$ cat src/rtl/systema_pkg.sv
// Shared definitions for the byte-stream RAM loader: FSM states, lane geometry
// and a small lane-mask helper.
package systema_pkg;

    typedef enum logic [1:0] {
        ST_IDLE  = 2'd0,
        ST_FILL  = 2'd1,
        ST_WRITE = 2'd2
    } state_t;

    localparam int LANES  = 4;
    localparam int BYTE_W = 8;
    localparam int LANE_W = 2;

    // One-hot byteenable bit for a given byte lane.
    function automatic logic [LANES-1:0] lane_mask(input logic [LANE_W-1:0] lane);
        lane_mask = 4'b0001 << lane;
    endfunction

endpackage : systema_pkg

$ cat src/rtl/systema_ram_loader.sv
// Byte-stream-to-RAM loader: packs an 8-bit valid/ready stream little-endian
// into 32-bit words and writes them to an Avalon-MM RAM port with byteenable,
// starting at a software-supplied word address. All outputs are registered.
module systema_ram_loader
    import systema_pkg::*;
#(
    parameter int ADDR_W = 10,
    parameter int CNT_W  = 11
) (
    input  logic              clk,
    input  logic              reset_n,
    input  logic              start,
    input  logic [ADDR_W-1:0] start_addr,
    input  logic [7:0]        in_data,
    input  logic              in_valid,
    input  logic              in_eop,
    output logic              in_ready,
    input  logic              mem_ready,
    output logic [ADDR_W-1:0] address,
    output logic [3:0]        byteenable,
    output logic              chipselect,
    output logic              write,
    output logic [31:0]       writedata,
    output logic              busy,
    output logic              done,
    output logic [CNT_W-1:0]  word_count,
    output logic              wrapped
);

    state_t              state_r;
    state_t              next_state_s;
    logic                load_s;
    logic                accept_s;
    logic                write_ack_s;

    logic [LANE_W-1:0]   lane_r;
    logic                last_r;
    logic                in_ready_r;
    logic [ADDR_W-1:0]   address_r;
    logic [3:0]          byteenable_r;
    logic                chipselect_r;
    logic [31:0]         writedata_r;
    logic                busy_r;
    logic                done_r;
    logic [CNT_W-1:0]    word_count_r;
    logic                wrapped_r;

    // Next-state logic and the three datapath events (load, byte accept, write accept).
    always_comb begin
        next_state_s = state_r;
        load_s       = 1'b0;
        accept_s     = 1'b0;
        write_ack_s  = 1'b0;
        case (state_r)
            ST_IDLE: begin
                if (start) begin
                    load_s       = 1'b1;
                    next_state_s = ST_FILL;
                end else begin
                    next_state_s = ST_IDLE;
                end
            end
            ST_FILL: begin
                if (in_valid) begin
                    accept_s = 1'b1;
                    if ((lane_r == 2'd3) || in_eop) begin
                        next_state_s = ST_WRITE;
                    end else begin
                        next_state_s = ST_FILL;
                    end
                end else begin
                    next_state_s = ST_FILL;
                end
            end
            ST_WRITE: begin
                if (mem_ready) begin
                    write_ack_s = 1'b1;
                    if (last_r) begin
                        next_state_s = ST_IDLE;
                    end else begin
                        next_state_s = ST_FILL;
                    end
                end else begin
                    next_state_s = ST_WRITE;
                end
            end
            default: begin
                next_state_s = ST_IDLE;
            end
        endcase
    end

    // FSM state register.
    always_ff @(posedge clk or negedge reset_n) begin
        if (!reset_n) begin
            state_r <= ST_IDLE;
        end else begin
            state_r <= next_state_s;
        end
    end

    // Handshake/status outputs registered from the next state so they line up with it.
    always_ff @(posedge clk or negedge reset_n) begin
        if (!reset_n) begin
            in_ready_r   <= 1'b0;
            chipselect_r <= 1'b0;
            busy_r       <= 1'b0;
            done_r       <= 1'b0;
        end else begin
            in_ready_r   <= (next_state_s == ST_FILL);
            chipselect_r <= (next_state_s == ST_WRITE);
            busy_r       <= (next_state_s != ST_IDLE);
            done_r       <= write_ack_s & last_r;
        end
    end

    // Word packing, address counter, word counter and wrap flag.
    always_ff @(posedge clk or negedge reset_n) begin
        if (!reset_n) begin
            lane_r       <= 2'd0;
            last_r       <= 1'b0;
            address_r    <= {ADDR_W{1'b0}};
            byteenable_r <= 4'b0000;
            writedata_r  <= 32'h0000_0000;
            word_count_r <= {CNT_W{1'b0}};
            wrapped_r    <= 1'b0;
        end else if (load_s) begin
            lane_r       <= 2'd0;
            last_r       <= 1'b0;
            address_r    <= start_addr;
            byteenable_r <= 4'b0000;
            writedata_r  <= 32'h0000_0000;
            word_count_r <= {CNT_W{1'b0}};
            wrapped_r    <= 1'b0;
        end else if (accept_s) begin
            writedata_r[BYTE_W*lane_r +: BYTE_W] <= in_data;
            byteenable_r <= byteenable_r | lane_mask(lane_r);
            lane_r       <= lane_r + 2'd1;
            last_r       <= in_eop;
        end else if (write_ack_s) begin
            lane_r       <= 2'd0;
            byteenable_r <= 4'b0000;
            writedata_r  <= 32'h0000_0000;
            address_r    <= address_r + {{(ADDR_W-1){1'b0}}, 1'b1};
            if (address_r == {ADDR_W{1'b1}}) begin
                wrapped_r <= 1'b1;
            end else begin
                wrapped_r <= wrapped_r;
            end
            // Saturate rather than roll over so a huge image never reports a small count.
            if (word_count_r != {CNT_W{1'b1}}) begin
                word_count_r <= word_count_r + {{(CNT_W-1){1'b0}}, 1'b1};
            end else begin
                word_count_r <= word_count_r;
            end
        end else begin
            lane_r <= lane_r;
        end
    end

    assign in_ready   = in_ready_r;
    assign address    = address_r;
    assign byteenable = byteenable_r;
    assign chipselect = chipselect_r;
    assign write      = chipselect_r;
    assign writedata  = writedata_r;
    assign busy       = busy_r;
    assign done       = done_r;
    assign word_count = word_count_r;
    assign wrapped    = wrapped_r;

endmodule : systema_ram_loader

$ cat config.mk
export PLATFORM = sky130hd
export DESIGN_NAME = systema_ram_loader
export DESIGN_NICKNAME = d
export VERILOG_FILES = /design/src/rtl/systema_pkg.sv /design/src/rtl/systema_ram_loader.sv
export SDC_FILE = /design/constraint.sdc
export NUM_CORES = 1
export LEC_CHECK = 0
export ABC_CLOCK_PERIOD_IN_PS = 4900
export CORE_AREA = 3 3 75 91
export DETAILED_ROUTE_END_ITERATION = 10
export DIE_AREA = 0 0 78 94
export PLACE_DENSITY = 0.87
export SLEW_MARGIN = 30
export SYNTH_ARGS = -nofsm -noshare
export SYNTH_HDL_FRONTEND = slang
export SYNTH_SLANG_ARGS = --single-unit
$ cat constraint.sdc
create_clock -name clk -period 4.9 [get_ports clk]
set_input_delay 0.49 -clock clk [delete_from_list [all_inputs] [get_ports clk]]
set_output_delay 0.49 -clock clk [all_outputs]
set_load 0.01 [all_outputs]
After elaboration in Yosys (flattened, before gate mapping)

Cells that the tools add are included.

Word-level logic and storage cells: 75
Bits in registers: 67
Output and inout bits: 63
Input port bits: 24

Equality and inequality tests: 8
Reductions and logical operators: 11
Add/sub/neg operators: 4
Multiplexer cells: 35
Bitwise operators: 2
Shift-type cells: 3

Operators with widths:

| cell                      | number |
|---|---|
| $mux W32                  | 3 |
| $mux W11                  | 4 |
| $neg A5 Y34               | 1 |
| $shift A8 B34 Y32 const A | 1 |
| $shiftx A8 B34 Y32        | 1 |
| $bwmux W32                | 1 |
| $mux W10                  | 3 |
| $mux W1                   | 14 |
| $mux W2                   | 6 |
| $mux W4                   | 3 |
| $add A11 B1 Y11 const B   | 1 |
| $ne A11 B11 Y1 const B    | 1 |
| $add A10 B1 Y10 const B   | 1 |
| $eq A10 B10 Y1 const B    | 1 |
| $reduce_bool A2 Y1        | 5 |
| $eq A2 B2 Y1 const B      | 3 |
| $pmux W2 S3               | 1 |
| $reduce_and A3 Y1         | 2 |
| $eq A2 B1 Y1 const B      | 2 |
| $or A4 B4 Y4              | 1 |
| $shl A1 B2 Y4 const A     | 1 |
| $reduce_bool A3 Y1        | 1 |
| $add A2 B1 Y2 const B     | 1 |
| $logic_not A2 Y1          | 1 |
| other kinds (4)           | 4 |

Depth between registers and ports, before layout

Gate-level depths: netlist (run 1).

Depth in word-level cells: 6
Gate-level depth with buffers: 7
Mapped depth without buffers: 5

Least setup slack after synthesis (run 1)

OpenSTA, ideal clock, no wires.

Path type: register to register
From: reg lane_r[0]
To: reg writedata_r[16] (netlist: writedata[16])
Data required time: 4.832 ns
Setup slack: 3.144 ns
Buffers on the path: 0
Setup time: 0.068 ns
Stages on the path, launching flop included: 6
Clock period less this slack: 1.756 ns
Arrival time: 1.688 ns
Path through: dfrtp_1 -> inv_1 -> ha_1 -> nand2_1 -> nor4_2 -> a22o_1

Cells in the longest elaborated chain, start to end: 5
Elaborated cells on any way between the ends: 6
Those cells by class: add/sub (1); shift (2); mux (3)

Ends and longest elaborated chain:

| item                                                           | line                      | text |
|---|---|---|
| start: declaration                                             | systema_ram_loader.sv:36  | `logic [LANE_W-1:0] lane_r;` |
| start signal: assignment                                       | systema_ram_loader.sv:138 | `lane_r <= lane_r + 2'd1;` |
| start signal: assignment                                       | systema_ram_loader.sv:157 | `lane_r <= lane_r;` |
| $neg A5 Y34 (*)                                                | systema_ram_loader.sv:136 | `writedata_r[BYTE_W*lane_r +: BYTE_W] <= in_data;` |
| $shiftx A8 B34 Y32 / $shift A8 B34 Y32 (equally long branches) | systema_ram_loader.sv:136 |  |
| $bwmux W32 (*)                                                 | systema_ram_loader.sv:136 |  |
| $mux W32 (*)                                                   | systema_ram_loader.sv:135 | `end else if (accept_s) begin` |
| $mux W32 (*)                                                   | systema_ram_loader.sv:127 | `end else if (load_s) begin` |
| end signal: indexed assignment                                 | systema_ram_loader.sv:136 |  |
| end: declaration                                               | systema_ram_loader.sv:42  | `logic [31:0] writedata_r;` |

Mark *: on every way between the ends. The rest lies on a longest branch, timed or not.
A chain may end at the register's enable or synchronous reset.

Worst setup path in the final report (run 1)

From: in start
To: reg word_count_r[7] (netlist: word_count[7])

Cells in the longest elaborated chain, start to end: 4
Elaborated cells on any way between the ends: 7
Those cells by class: eq/ne (1); mux (3); reduce/logical (3)

Ends and longest elaborated chain:

| item                                                                       | line                      | text |
|---|---|---|
| start: declaration                                                         | systema_ram_loader.sv:12  | `input logic start,` |
| $mux W1 (*)                                                                | systema_ram_loader.sv:56  | `if (start) begin` |
| $mux W1 (*)                                                                | systema_ram_loader.sv:54  | `case (state_r)` |
| $ne A2 B2 Y1 (no source line) / $reduce_bool A2 Y1 (equally long branches) | n/a                       |  |
| $reduce_and A3 Y1 (no source line)                                         | n/a                       |  |
| end signal: assignment                                                     | systema_ram_loader.sv:125 | `word_count_r <= {CNT_W{1'b0}};` |
| end signal: assignment                                                     | systema_ram_loader.sv:133 | `word_count_r <= {CNT_W{1'b0}};` |
| end signal: assignment                                                     | systema_ram_loader.sv:152 | `word_count_r <= word_count_r + {{(CNT_W-1){1'b0}}, 1'b1};` |
| end: declaration                                                           | systema_ram_loader.sv:45  | `logic [CNT_W-1:0] word_count_r;` |

Marks and branches as above.

==> results of run 1 <==
## registers in the layout, summed over array words and instances (netlist names)
name,count
busy,1
writedata,32
wrapped,1
word_count,11
address,10
last_r,1
done,1
lane_r,2
chipselect,1
state_r,2
byteenable,4
in_ready,1
## layer usage
layer | up-vias | routed length, um
met5 | - | 0
met4 | 0 | 121
met3 | 14 | 480
met2 | 105 | 3868
met1 | 1278 | 3055
li1 | 1195 | -
## how the worst max path moves through the flow
stage / cells past startpoint / endpoint
after floorplan: 5 / writedata[16]
after global placement: 5 / writedata[14]
after detailed placement: 4 / word_count[5]
after CTS: 5 / word_count[7]
after global routing: 5 / word_count[8]
final: 5 / word_count[7]
## cell type report
cell class / instances / area [um2]
clock buffers: 12 / 145.1
clock inverters: 3 / 15.01
fillers: 483 / 1914
inverters: 2 / 7.507
multi-input cells: 187 / 1326
flip-flops and latches: 67 / 1677
well taps: 82 / 102.6
repair buffers: 87 / 863.3
## report_power, final
group / switching [mW] / internal, mW / leakage (nW) / total (mW)
registers: 0.142 / 0.679 / 0.891 / 0.822
clock network: 0.191 / 0.192 / 0.0860 / 0.384
logic: 0.371 / 0.367 / 0.823 / 0.738
total: 0.705 / 1.24 / 1.80 / 1.94
## synthesized netlist by cell type (all sizes together) (3+ instances only)
library cell and instances:
a21oi 16, a221o 5, a22o 34, and3 7
buf 8, dfrtp 67, ha 10, nand2 16
nand3 11, nand4 6, nor2 15, nor3 7
nor3b 4, o21ai 15, o22ai 3
## cell families (layout without fill, tap and decap cells)
| kind of cell | count (synthesis) | after routing | share of synthesized area |
|---|---|---|---|
| xor+xnor | 1 | 1 | 0.002862 |
| fa+ha+maj | 10 | 10 | 0.04088 |
| simple gates | 86 | 86 | 0.1672 |
| compound gates | 89 | 89 | 0.2142 |
| buf+inv | 12 | 104 | 0.02330 |
| flops | 67 | 67 | 0.5478 |
| mux | 1 | 1 | 0.003679 |
## per-stage QoR
stage / cells / util
floorplan: 266 / -
global placement: 425 / 0.6549
detailed placement: 425 / 0.6561
CTS: 440 / 0.6826
global route: 440 / 0.6836
finish: 440 / 0.6836
## worst max-delay path, delay by kind of cell
kind	cells	cell delay (ns)
AO/OA/AOI/OAI	2	0.53
buffers and inverters	1	0.52
AND/OR/NAND/NOR	2	0.91
==> results.cfg, run 1 <==
[status]
status = complete, no violations

[detailed_routing]
first_iter_violations = 97
ant_nets = 0
viasPerCell = 5.891
num_vias = 2592
routed_wl_mm = 7.526
wl_per_cell_um = 17.10
drc = 0
drtPass1Iterations = 4

[cts]
clock_path_buffers = 2
clk_latency_ns = 0.33
cts_tree = built
cts_max_level = 3
ctsResizeCount = 0
path_clk_slew_ns = 0.07
cts_hold_buf = 0
cts_num_sinks = 67
post_cts_buffers = 0
cts_buffers = 9
cts_root_buf = clkbuf_8

[yosys]
synth_edf_count = 0
synth.avg_cell_area_um2 = 11.51
ys_ff_latch = 67
yosysSeqAreaShare = 0.5478
async_reset_ff_frac = 1.000
syn_area_mm2 = 0.003060
netlist_instances = 266
yosysTopAreaCell = dfrtp_1
netlist_top_cells_area = dfrtp_1 (55%), a22o_1 (9.7%), ha_1 (4.1%), a21oi_1 (2.5%), o21ai_0 (2.3%)
netlist.area_leader.share = 0.5478
yosys.cell_types.count = 54
yosysWarnings = 0
synthFlopType = dfrtp_1
syn-num-nets = 300

[final_layout]
mostFrequentLayoutCell = clkdlybuf4s50_1
final_cell_area_mm2 = 0.004136
fin_nets = 388
area_growth_pct = 35.16
final_cell_mix = clkdlybuf4s50_1 (85), dfrtp_1 (67), a22o_1 (34)
diodes = 0
layout-drive-gt1-share = 0.07821

[placement]
gp_congestion = 0.9237
hpwl_mm = 5.367
dp_slack_ns = 2.338
io_buffer_count = 86
postPlaceCellArea_mm2 = 0.003970

[floorplanning]
io_pins = 87
die_h_um = 94
core_mm2 = 0.006051
start_util = 0.5058
die_area_mm2 = 0.007332
rows = 31
die_w_um = 78

[power]
powerDensity_mw_per_mm2 = 469.7
ir_worst_vdd_uv = 249.4
total_power_mw = 1.943
p_leak_nw = 1.801

[critical_path]
rrSetupSlack_ns = 2.76
path_class = primary input to flip-flop
critPathRequiredTime_ns = 5.11
reg2reg_to = word_count[7]
worstReg2RegStart = state_r[0]
reg2regPathDepth = 4
worst_ep_arrival_time_ns = 2.45
path_cells = clkdlybuf4s50_1 -> or3b_1 -> nand4_1 -> o21ai_2 -> a221o_1
crit_start = start
start_kind = primary input
slowest_stage = or3b_1
endpoint_kind = flip-flop
cpPeakStageDelay_ns = 0.65
critPathMaxFanout = 18

[global_route]
met2_usage = 0.3721
met3_usage = 0.05278
grt_overflow = 0
antenna_found_initial = 0
grt_use_met1 = 0.2702
grt_first_pass_wirelength_mm = 12.74
gr-usage-all-layers = 0.2181
grt_pass1_vias = 2647
grt_max_degree = 68
grt-busiest-layer = met2

[worst_hold_path]
hp-class = primary input to async pin

[sta]
hold_viol = 0
clock_skew_ns = 0.008730
fmax_ghz = 0.4476
min_period_ns = 2.234
setup_slack_ns = 2.666
rsz0062_at_grt = false
relSlewSlack = 0.4523
fin_tns_setup_ns = 0
slew_viol_final = 0
finalSetupViolations = 0
hold_slack_ns = 0.3296
worst_pin_slew_ns = 0.8216
post-route-period-util = 0.4559

[flow_run]
drv_cap = 0
Note: power is estimated with default switching activity, not from simulation.
==> run 2, diff against run 1 <==
ABC_CLOCK_PERIOD_IN_PS = 2009   (was 4900)
CORE_AREA = 3 3 82 99   (was 3 3 75 91)
DIE_AREA = 0 0 85 102   (was 0 0 78 94)
PLACE_DENSITY = 0.78   (was 0.87)
clock period = 2.01 ns   (was 4.9 ns; I/O delays follow)
==> results.cfg, run 2 (synthesis gave the netlist of run 1 again) <==
[status]
status = complete, no violations

[global_route]
grt_pass1_vias = 2451
grt_max_degree = 49
gr-usage-all-layers = 0.1819
grt_overflow = 0
grt_first_pass_wirelength_mm = 12.46
antenna_found_initial = 0

[sta]
hold_viol = 0
rsz0062_at_grt = false
fmax_ghz = 0.5502
finalSetupViolations = 0
post-route-period-util = 0.9043
fin_tns_setup_ns = 0
relSlewSlack = 0.5282
hold_slack_ns = 0.3500
setup_slack_ns = 0.1924
slew_viol_final = 0
worst_pin_slew_ns = 0.7077
min_period_ns = 1.818
clock_skew_ns = 0.006525

[detailed_routing]
ant_nets = 0
first_iter_violations = 84
num_vias = 2584
drtPass1Iterations = 5
viasPerCell = 5.617
wl_per_cell_um = 16.65
drc = 0
routed_wl_mm = 7.659

[floorplanning]
die_area_mm2 = 0.008670
start_util = 0.4207
io_pins = 87
die_h_um = 102
core_mm2 = 0.007274
rows = 34
die_w_um = 85

[critical_path]
worst_ep_arrival_time_ns = 2.09
path_class = flip-flop to flip-flop
reg2regPathDepth = 4
critPathRequiredTime_ns = 2.29
reg2reg_to = writedata[28]
worstReg2RegStart = state_r[0]
endpoint_kind = flip-flop
critPathMaxFanout = 10
rrSetupSlack_ns = 0.19
start_kind = flip-flop
crit_start = state_r[0]

[final_layout]
layout-drive-gt1-share = 0.1000
diodes = 0
area_growth_pct = 39.37
postLayoutCoreUtil = 0.5863
final_cell_area_mm2 = 0.004265
mostFrequentLayoutCell = clkdlybuf4s50_1
largest_reg_flops = 32
fin_nets = 399
fin_cells = 460
final_cell_mix = clkdlybuf4s50_1 (85), dfrtp_1 (67), a22o_1 (34)

[power]
total_power_mw = 4.967
ir_worst_vdd_uv = 537.8
p_leak_nw = 1.867
powerDensity_mw_per_mm2 = 1165

[placement]
gp_congestion = 0.8653
dp.cells = 443
hpwl_mm = 5.554
dp_slack_ns = 0.01840
postPlaceCellArea_mm2 = 0.004060
io_buffer_count = 86

[cts]
clk_latency_ns = 0.34
cts_buffers = 9
cts_tree = built
path_clk_slew_ns = 0.07
clock_path_buffers = 2
cts_num_sinks = 67
cts_root_buf = clkbuf_8
cts_max_level = 3
post_cts_buffers = 0

[worst_hold_path]
hp-class = primary input to async pin

[flow_run]
drv_cap = 0
run 2: where the power goes:
part	leakage, nW	switching (mW)	total, mW	internal (mW)
combinational	0.881	0.973	1.94	0.968
clock	0.0947	0.471	1.08	0.607
sequential	0.891	0.291	1.95	1.66
run 2: worst max-delay path, stage by stage, from the launching register on:
cell and delay [ns]:
dfrtp_1 0.41, buf_4 0.18, and3b_1 0.28, a21oi_1 0.63
a22o_1 0.25
run 2: layout make-up:
class	instances	area, um2
Fill cell	611	3009
Sequential cell	67	1677
Multi-Input combinational cell	187	1320
Timing Repair Buffer	98	960.9
Clock buffer	14	152.6
Tap cell	90	112.6
Clock inverter	2	35.03
Inverter	2	7.507
run 2: what timing repair did:
action                                  in CTS  in global routing
endpoints found under the hold margin       19                  0
endpoints found under the setup margin       0                  4
gates resized for setup                      0                  1
hold buffers                                 1                  0
run 2: worst max path at each step:
stage,end,slack [ns],depth (start not counted)
2_1_floorplan,writedata[16],0.25,5
6_report,writedata[28],0.19,4
4_1_cts,word_count[7],0.14,4
3_5_place_dp,word_count[7],0.02,5
5_1_grt,writedata[28],0.02,4
3_3_place_gp,word_count[8],0.04,5
run 2: layer usage:
layer / vias to the layer above / GRT usage / part of all wire
li1: 1217 / - / -
met2: 110 / 0.2811 / 0.48
met4: 0 / 0.07430 / 0.0082
met3: 5 / 0.03790 / 0.074
met5: - / 0 / 0
met1: 1252 / 0.2508 / 0.44
